<file path="src/rtl/id_pkg.sv">
// Shared definitions for the decode/register-read stage.
//   imm_type_e : immediate format selector driven by the instruction decoder
//   *_LSB      : bit positions of the register fields inside an RV32 instruction
//   imm_gen    : RV32I immediate extraction, sign-extended to 32 bits
package id_pkg;

  typedef enum logic [2:0] {
    IMM_I = 3'd0,
    IMM_S = 3'd1,
    IMM_B = 3'd2,
    IMM_U = 3'd3,
    IMM_J = 3'd4
  } imm_type_e;

  localparam int REG_FIELD_W = 5;
  localparam int RD_LSB      = 7;
  localparam int RS1_LSB     = 15;
  localparam int RS2_LSB     = 20;

  // Returns a 32-bit sign-correct immediate; the caller sign-extends it to XLEN.
  // Any encoding outside the enum falls back to the I format.
  function automatic logic [31:0] imm_gen(input logic [31:0] instr, input imm_type_e imm_type);
    logic [31:0] imm;
    case (imm_type)
      IMM_I:   imm = {{20{instr[31]}}, instr[31:20]};
      IMM_S:   imm = {{20{instr[31]}}, instr[31:25], instr[11:7]};
      IMM_B:   imm = {{19{instr[31]}}, instr[31], instr[7], instr[30:25], instr[11:8], 1'b0};
      IMM_U:   imm = {instr[31:12], 12'b0};
      IMM_J:   imm = {{11{instr[31]}}, instr[31], instr[19:12], instr[20], instr[30:21], 1'b0};
      default: imm = {{20{instr[31]}}, instr[31:20]};
    endcase
    return imm;
  endfunction

endpackage

</file>
<file path="src/rtl/id_stage_regfile_bypass.sv">
// Register file with write-to-read bypass.
//   clk, rst_n         : clock, asynchronous active-low reset (clears all registers)
//   rs1, rs2           : read addresses
//   rs1_data, rs2_data : combinational read data
//   wb_en/wb_reg/wb_data : synchronous write port; writes to register 0 are dropped
module regfile_bypass #(
  parameter  int XLEN = 32,
  parameter  int NREG = 32,
  localparam int RW   = $clog2(NREG)
) (
  input  logic            clk,
  input  logic            rst_n,
  input  logic [RW-1:0]   rs1,
  input  logic [RW-1:0]   rs2,
  output logic [XLEN-1:0] rs1_data,
  output logic [XLEN-1:0] rs2_data,
  input  logic            wb_en,
  input  logic [RW-1:0]   wb_reg,
  input  logic [XLEN-1:0] wb_data
);

  logic [XLEN-1:0] regs_r [NREG];

  // Storage write port; register 0 is never written so it stays at its reset value of zero.
  always_ff @(posedge clk or negedge rst_n) begin
    if (!rst_n) begin
      for (int i = 0; i < NREG; i++) begin
        regs_r[i] <= '0;
      end
    end else if (wb_en && (wb_reg != '0)) begin
      regs_r[wb_reg] <= wb_data;
    end
  end

  // Read port 1: x0 reads zero, a same-cycle writeback to the addressed register is forwarded.
  always_comb begin
    rs1_data = '0;
    if (rs1 == '0) begin
      rs1_data = '0;
    end else if (wb_en && (wb_reg == rs1)) begin
      rs1_data = wb_data;
    end else begin
      rs1_data = regs_r[rs1];
    end
  end

  // Read port 2: same rules as read port 1.
  always_comb begin
    rs2_data = '0;
    if (rs2 == '0) begin
      rs2_data = '0;
    end else if (wb_en && (wb_reg == rs2)) begin
      rs2_data = wb_data;
    end else begin
      rs2_data = regs_r[rs2];
    end
  end

endmodule

</file>
<file path="src/rtl/id_stage.sv">
// Decode / register-read stage feeding the ID/EX pipeline register.
//   Inputs : IF/ID instruction, valid, next_pc, decoder ctrl bundle, imm_type,
//            operand-use flags, pc_src_sel, stall_mem, flush, writeback port,
//            rd_en_ex (EX-stage instruction is a load).
//   Outputs: hazard (combinational load-use stall request) and the registered
//            ID/EX fields opa/rs2_data/imm/next_pc, rs1/rs2/rd, ctrl, valid.
module id_stage
  import id_pkg::*;
#(
  parameter  int XLEN   = 32,
  parameter  int NREG   = 32,
  parameter  int CTRL_W = 24,
  localparam int RW     = $clog2(NREG)
) (
  input  logic              clk,
  input  logic              rst_n,
  input  logic [31:0]       instr,
  input  logic              instr_valid,
  input  logic [XLEN-1:0]   next_pc,
  input  logic [CTRL_W-1:0] ctrl,
  input  imm_type_e         imm_type,
  input  logic              uses_rs1,
  input  logic              uses_rs2,
  input  logic              pc_src_sel,
  input  logic              stall_mem,
  input  logic              flush,
  input  logic              wb_en,
  input  logic [RW-1:0]     wb_reg,
  input  logic [XLEN-1:0]   wb_data,
  output logic              hazard,
  output logic [XLEN-1:0]   opa_ex,
  output logic [XLEN-1:0]   rs2_data_ex,
  output logic [XLEN-1:0]   imm_ex,
  output logic [XLEN-1:0]   next_pc_ex,
  output logic [RW-1:0]     rs1_ex,
  output logic [RW-1:0]     rs2_ex,
  output logic [RW-1:0]     rd_ex,
  output logic [CTRL_W-1:0] ctrl_ex,
  output logic              valid_ex,
  input  logic              rd_en_ex
);

  logic [RW-1:0]     rs1_idx_s, rs2_idx_s, rd_idx_s;
  logic [XLEN-1:0]   rs1_data_s, rs2_data_s, imm_s, opa_s;
  logic              hazard_s, bubble_s;

  logic [XLEN-1:0]   opa_r, rs2_data_r, imm_r, next_pc_r;
  logic [RW-1:0]     rs1_r, rs2_r, rd_r;
  logic [CTRL_W-1:0] ctrl_r;
  logic              valid_r;

  // The 5-bit instruction fields are resized to the configured index width.
  assign rs1_idx_s = RW'(instr[RS1_LSB +: REG_FIELD_W]);
  assign rs2_idx_s = RW'(instr[RS2_LSB +: REG_FIELD_W]);
  assign rd_idx_s  = RW'(instr[RD_LSB  +: REG_FIELD_W]);

  regfile_bypass #(
    .XLEN (XLEN),
    .NREG (NREG)
  ) u_regfile (
    .clk      (clk),
    .rst_n    (rst_n),
    .rs1      (rs1_idx_s),
    .rs2      (rs2_idx_s),
    .rs1_data (rs1_data_s),
    .rs2_data (rs2_data_s),
    .wb_en    (wb_en),
    .wb_reg   (wb_reg),
    .wb_data  (wb_data)
  );

  // Signed size cast sign-extends the 32-bit immediate to XLEN.
  assign imm_s = XLEN'($signed(imm_gen(instr, imm_type)));
  assign opa_s = pc_src_sel ? next_pc : rs1_data_s;

  // Load in EX whose destination is read by the instruction in ID.
  assign hazard_s = instr_valid && valid_r && rd_en_ex && (rd_r != '0) &&
                    ((uses_rs1 && (rd_r == rs1_idx_s)) ||
                     (uses_rs2 && (rd_r == rs2_idx_s)));
  assign hazard   = hazard_s;
  assign bubble_s = flush || hazard_s || !instr_valid;

  // ID/EX register: a memory stall holds everything and outranks flush/hazard bubbles.
  always_ff @(posedge clk or negedge rst_n) begin
    if (!rst_n) begin
      opa_r      <= '0;
      rs2_data_r <= '0;
      imm_r      <= '0;
      next_pc_r  <= '0;
      rs1_r      <= '0;
      rs2_r      <= '0;
      rd_r       <= '0;
      ctrl_r     <= '0;
      valid_r    <= 1'b0;
    end else if (!stall_mem) begin
      if (bubble_s) begin
        opa_r      <= '0;
        rs2_data_r <= '0;
        imm_r      <= '0;
        next_pc_r  <= '0;
        rs1_r      <= '0;
        rs2_r      <= '0;
        rd_r       <= '0;
        ctrl_r     <= '0;
        valid_r    <= 1'b0;
      end else begin
        opa_r      <= opa_s;
        rs2_data_r <= rs2_data_s;
        imm_r      <= imm_s;
        next_pc_r  <= next_pc;
        rs1_r      <= rs1_idx_s;
        rs2_r      <= rs2_idx_s;
        rd_r       <= rd_idx_s;
        ctrl_r     <= ctrl;
        valid_r    <= 1'b1;
      end
    end
  end

  assign opa_ex      = opa_r;
  assign rs2_data_ex = rs2_data_r;
  assign imm_ex      = imm_r;
  assign next_pc_ex  = next_pc_r;
  assign rs1_ex      = rs1_r;
  assign rs2_ex      = rs2_r;
  assign rd_ex       = rd_r;
  assign ctrl_ex     = ctrl_r;
  assign valid_ex    = valid_r;

endmodule

</file>
<file path="config.mk">
export PLATFORM = sky130hd
export DESIGN_NAME = id_stage
export DESIGN_NICKNAME = d
export VERILOG_FILES = /design/src/rtl/id_pkg.sv /design/src/rtl/id_stage_regfile_bypass.sv /design/src/rtl/id_stage.sv
export SDC_FILE = /design/constraint.sdc
export NUM_CORES = 2
export LEC_CHECK = 0
export CAP_MARGIN = 40
export CORE_MARGIN = 2
export CORE_UTILIZATION = 48
export CTS_BUF_LIST = sky130_fd_sc_hd__clkbuf_8
export CTS_CLUSTER_SIZE = 20
export DETAILED_ROUTE_END_ITERATION = 8
export PLACE_DENSITY = 0.62
export SLEW_MARGIN = 20
export SYNTH_ARGS = -nofsm -noshare
export SYNTH_HDL_FRONTEND = slang
export SYNTH_HIERARCHICAL = 1
export SYNTH_SLANG_ARGS = --single-unit
</file>
<file path="constraint.sdc">
create_clock -name clk -period 5.53 [get_ports clk]
set_input_delay 1.3825 -clock clk [delete_from_list [all_inputs] [get_ports clk]]
set_output_delay 1.3825 -clock clk [all_outputs]
set_load 0.01 [all_outputs]
</file>
Yosys cells after proc, flatten, opt, wreduce, memory -nomap -nowiden. Cells that the tools add are included.

Word-level logic and storage cells: 98. Register bits after elaboration: 1192. Input bits: 138. Output and inout port bits: 169.

Magnitude comparators: 4. Bitwise logic cells: 3. Muxes and demuxes: 24. Reduce and logical (&&, ||, !) cells: 18. Eq/ne operators: 8.

Operator list (number): 1024-bit bitwise mux (1); 32-bit 2-to-1 mux (14); 32-bit binary-select mux with 5-bit select (2); 32-bit demux with 5-bit select (1); 31-bit one-hot mux with 4 select lines (1); 24-bit 2-to-1 mux (1); 5-bit equality test (4); 6-bit >= comparator, second input constant (3); 5-bit inverter with 6-bit output (3); 5-bit 2-to-1 mux (3); 1-bit logical AND (10); 5-bit logical NOT (2); 5-bit nonzero test (2); 3-bit by 2-bit equality test with 1-bit output, second input constant (2); 6-bit by 1-bit < comparator with 1-bit output, second input constant (1); 3-bit by 1-bit equality test with 1-bit output, second input constant (1); 3-bit equality test, second input constant (1); 1-bit logical OR (3); 1-bit logical NOT (1); 1-bit 2-to-1 mux (1).

Depth between registers and ports, before layout.
Depth after elaboration: 8. Mapped depth: 11. Mapped depth without buffers: 7.

Cells and area by module. The synthesis kept the hierarchy.

Modules (own cells, without submodules): regfile_bypass (area an instance 55169.2 sq um, cells each 3866, times used 1, seq. area each 25624.6 sq um); id_stage (area an instance 6797.8 sq um, cells each 549, times used 1, seq. area each 4204.0 sq um).

Least setup slack after synthesis. No wires, ideal clock.

Path type: input -> output. Start: input instr[23]. End: output hazard. Path slack: 1555 ps. Buffers on the path: 2. Data arrival time: 2593 ps. Cell stages on the path: 7. Required time: 4148 ps. Cell sequence: xor2_1 > nor4_2 > a32oi_2 > or2_1 > buf_2 > inv_2 > buf_2.

Word-level cells in the longest chain between the ends: 4.

RTL lines: from (decl) (line id_stage.sv:17) `input logic [31:0] instr,`; 5-bit equality test (line id_stage.sv:79) `(uses_rs2 && (rd_r == rs2_idx_s)));`; 1-bit logical AND (line id_stage.sv:79); 1-bit logical OR (line id_stage.sv:78) `((uses_rs1 && (rd_r == rs1_idx_s)) ||`; 1-bit logical AND (line id_stage.sv:77) `assign hazard_s = instr_valid && valid_r && rd_en_ex && (rd_r != '0) &&`; to (decl) (line id_stage.sv:30) `output logic hazard,`.

Every way passes these cells.

Worst setup path after layout.
Start: input uses_rs1. End: output hazard.

Word-level cells in the longest chain between the ends: 3.

RTL lines: from (decl) (line id_stage.sv:22) `input logic uses_rs1,`; 1-bit logical AND (line id_stage.sv:78); 1-bit logical OR (line id_stage.sv:78); 1-bit logical AND (line id_stage.sv:77).

Every way passes these cells.

==> results.txt <==
----------------------------------------------------
[Synth]
  Number of synthesized flops with an enable pin ... 0
  Most instantiated flip-flop cell in the synthesis netlist ... dfrtp_1
  Post-Syn Instances ... 4415
  Average cell area after synthesis ... 14.0 um^2
  Number of distinct library cells after synthesis ... 64
  Synthesis-stage register bit count ... 1192
  Fraction of the yosys area taken by sequential cells ... 0.481
  Fraction of registers with async set or reset after synthesis ... 1.00
  Post-synthesis cell area ... 0.0620 mm^2
  Number of nets in the synthesized netlist ... 4553
  Yosys warning total ... 6

[Floorplan]
  Top Ports ... 307
  Area of the die ... 0.132 mm^2
  Height of the die ... 363 um
  Starting density of the core ... 0.485
  Overall die width ... 363 um
  Site Rows ... 131
  Core area ... 0.128 mm^2

[Finish]
  Number of filler cells placed in the layout ... 10600
  Layout-stage area growth over the synthesis result ... 14.3%
  Net count of the finished layout ... 4742
  Final Util ... 0.554
  Share of post-route cells with drive strength above 1 ... 0.404
  Area of all placed cells without fillers ... 0.0708 mm^2
  Final std cells w/o fill ... 6414

[Clock tree]
  Number of buffers on the longest clock path ... 3
  Maximum level of the CTS H-tree ... 4
  CTS tree ... done
  Total clock buffers created by CTS ... 199
  Post-cts sizing count ... 0
  Clock transition at the registers of the reported paths ... 0.06 ns
  Postcts setup bufs ... 0
  Hold buffer count at cts ... 0
  CTS sink cnt ... 1192
  Root buf cell ... clkbuf_8
  Insertion delay to the later sink of the worst-skew pair ... 0.94 ns

[GRT]
  Number of antenna violations at the first check in global routing ... 7
  Global-route total usage across every layer ... 0.313
  Maximum number of pins on one net before global-route repair ... 119
  First-pass GRT wire length ... 300 mm
  Number of global-route vias before repair ... 42500
  Total global routing overflow ... 0

[Detailed routing]
  Detailed-route wire length ... 207 mm
  DR vias ... 42400
  DR iter-0 viols ... 4056
  Post-detailed-route wirelength per cell ... 32.3 um
  DRC violation count after routing ... 0
  Antenna Violating Nets Remaining ... 0
  Number of iterations in the first detailed-routing pass ... 5
  Vias per inst ... 6.60

[STA]
  Count of final hold-check violations ... 0
  Worst Slack Setup Final ... 0.702 ns
  Transition at the pin with the smallest max-transition slack ... 1.00 ns
  Clock period minus worst slack ... 4.83 ns
  Aggregate negative setup slack ... 0 ns
  Relative slew margins ... 0.332
  Max-slew violations ... 0
  Maximum operating frequency ... 207 MHz
  Unrepaired setup endpoints after global routing ... no
  Setup violations, final ... 0
  Share of the cycle needed by the critical path after routing ... 0.873
  Maximum clock skew at final layout ... 0.0363 ns

[Critical path]
  WP data required ... 4.15 ns
  Worst setup slack for register-to-register paths ... 3.06 ns
  Largest incremental delay on the critical path ... 0.63 ns
  Worst path arrival time ... 3.45 ns
  Worst-path maximum fanout ... 16
  Crit-path slowest cell ... or2_1
  Critical path type ... input pin to primary output
  Kind of end point of the critical path ... primary output
  Cell-by-cell trace of the critical path ... clkdlybuf4s50_1 -> and2_0 -> a32oi_2 -> or2_1 -> inv_2 -> clkdlybuf4s50_1
  Cell repeated most along the worst path ... clkdlybuf4s50_1
  Startpoint types ... input pin

[Min path]
  Classification of the worst-slack hold path ... flip-flop to flip-flop

[Placed design]
  Cell area after placement ... 0.0669 mm^2
  Sum of net half-perimeters after detailed placement ... 120 mm
  Total of buffers placed on input and output ports ... 299
  Placer's final routability congestion estimate ... 0.833
  Inst Count DP ... 6064
  DP Worst Slack ... 0.697 ns

[Flow run]
  Max-cap violations ... 0

[Power]
  Power per standard cell area ... 338 mW/mm^2
  Leakage power figure ... 31.1 nW
  Maximum vdd ir drop ... 0.183 mV

[Outcome]
  Outcome ... finished, final reports clean

----------------------------------------------------
==> flip-flops by register name, summed over array words and instances (netlist names), 5 cells and up <==
name and cells:
next_pc_ex 32, imm_ex 32, rs1_ex 5, opa_ex 32
rs2_data_ex 32, rs2_ex 5, ctrl_ex 24, rd_ex 5
u_regfile/regs_r 1024
==> routing by layer <==
layer / up-vias / part of all wire / GRT usage
met4: 4 / 0.039 / 0.120
met2: 2056 / 0.46 / 0.484
li1: 17300 / - / -
met3: 483 / 0.087 / 0.0710
met1: 22500 / 0.42 / 0.431
met5: - / 0.00012 / 0
==> cell type report <==
class / instances / area (um^2) / share of cell area
inverter: 5 / 18.8 / 0.000265
timing repair buffer: 473 / 4880 / 0.0689
tap: 1662 / 2080 / 0.0294
sequential: 1192 / 29800 / 0.421
clock inverter: 104 / 549 / 0.00776
clock buffer: 243 / 3340 / 0.0472
antenna: 2 / 5.00 / 0.0000707
multi-input combinational: 2733 / 30100 / 0.425
==> per-stage QoR <==
stage | power [W] | hold WS [ns]
floorplan | 0.0145 | 0.438
global placement | 0.0161 | 0.377
detailed placement | 0.0162 | 0.383
CTS | 0.0240 | 0.396
global route | 0.0250 | 0.407
finish | 0.0240 | 0.395
==> kinds of logic (layout without fill, tap and decap cells) <==
family / count (synthesis) / count (layout) / share of synthesized area
muxes: 1723 / 1723 / 0.380
DFF: 1192 / 1192 / 0.481
AOI/OAI and AO/OA: 606 / 606 / 0.0703
buffers and inverters: 490 / 825 / 0.0370
and+or+nand+nor: 382 / 382 / 0.0281
xor gates and xnor gates: 22 / 22 / 0.00311
other: 0 / 2 / 0
==> power by group <==
group          switching [W]  internal, W
Clock                0.00369      0.00411
Combinational        0.00204      0.00281
Sequential           0.00108       0.0102
Total                0.00681       0.0172
==> final timing paths <==
kind | startpoint | end | cells past startpoint
worst max-delay path | uses_rs1 | hazard | 6
worst min-delay path | u_regfile/regs_r[1002] | u_regfile/regs_r[1002] | 0
worst max register to register | u_regfile/regs_r[927] | opa_ex[31] | 6
worst min register to register | u_regfile/regs_r[1002] | u_regfile/regs_r[1002] | 0
max in group asynchronous | rst_n | u_regfile/regs_r[338] | 2
min in group asynchronous | rst_n | next_pc_ex[28] | 1
==> synthesized netlist by cell type (7+ instances only) <==
cell type | n | area share
mux2_2 | 1028 | 0.19
mux4_2 | 369 | 0.13
clkbuf_1 | 261 | 0.016
nor2_1 | 67 | 0.0041
a31oi_1 | 9 | 0.00091
a22o_1 | 122 | 0.017
nor2b_1 | 18 | 0.0018
nand2_1 | 189 | 0.011
o22ai_1 | 57 | 0.0058
xnor2_1 | 9 | 0.0013
a21oi_1 | 66 | 0.0053
a22oi_1 | 34 | 0.0041
mux2i_1 | 301 | 0.049
mux4_1 | 25 | 0.011
a2111oi_0 | 7 | 0.00099
buf_2 | 123 | 0.0099
o21ai_0 | 143 | 0.012
xor2_1 | 13 | 0.0018
nand3_1 | 7 | 0.00057
nand2b_1 | 8 | 0.00081
a221o_1 | 23 | 0.0037
nor4_1 | 7 | 0.00071
a32o_1 | 38 | 0.0061
a211oi_1 | 45 | 0.0055
dfrtp_1 | 1192 | 0.48
buf_4 | 16 | 0.0019
nor3_1 | 49 | 0.0040
o221ai_1 | 33 | 0.0047
buf_1 | 56 | 0.0034
buf_6 | 24 | 0.0044
o31ai_1 | 11 | 0.0013
==> placed cells by master, fill, tap and decap left out, types with 65 or more instances in the layout <==
cell type	netlist	routed
dfrtp_1	1192	1192
mux2_2	1028	1028
mux4_2	369	369
mux2i_1	301	301
clkdlybuf4s50_1	0	286
clkbuf_8	0	243
nand2_1	189	174
o21ai_0	143	143
buf_4	16	129
a22o_1	122	122
inv_1	2	80
a21oi_1	66	65
==> critical path, delay by kind of cell <==
family,cells,cell delay (ns)
AOI/OAI and AO/OA,1,0.31
buffers and inverters,3,0.97
and+or+nand+nor,2,0.78
Note: power is estimated with default switching activity, not from simulation.
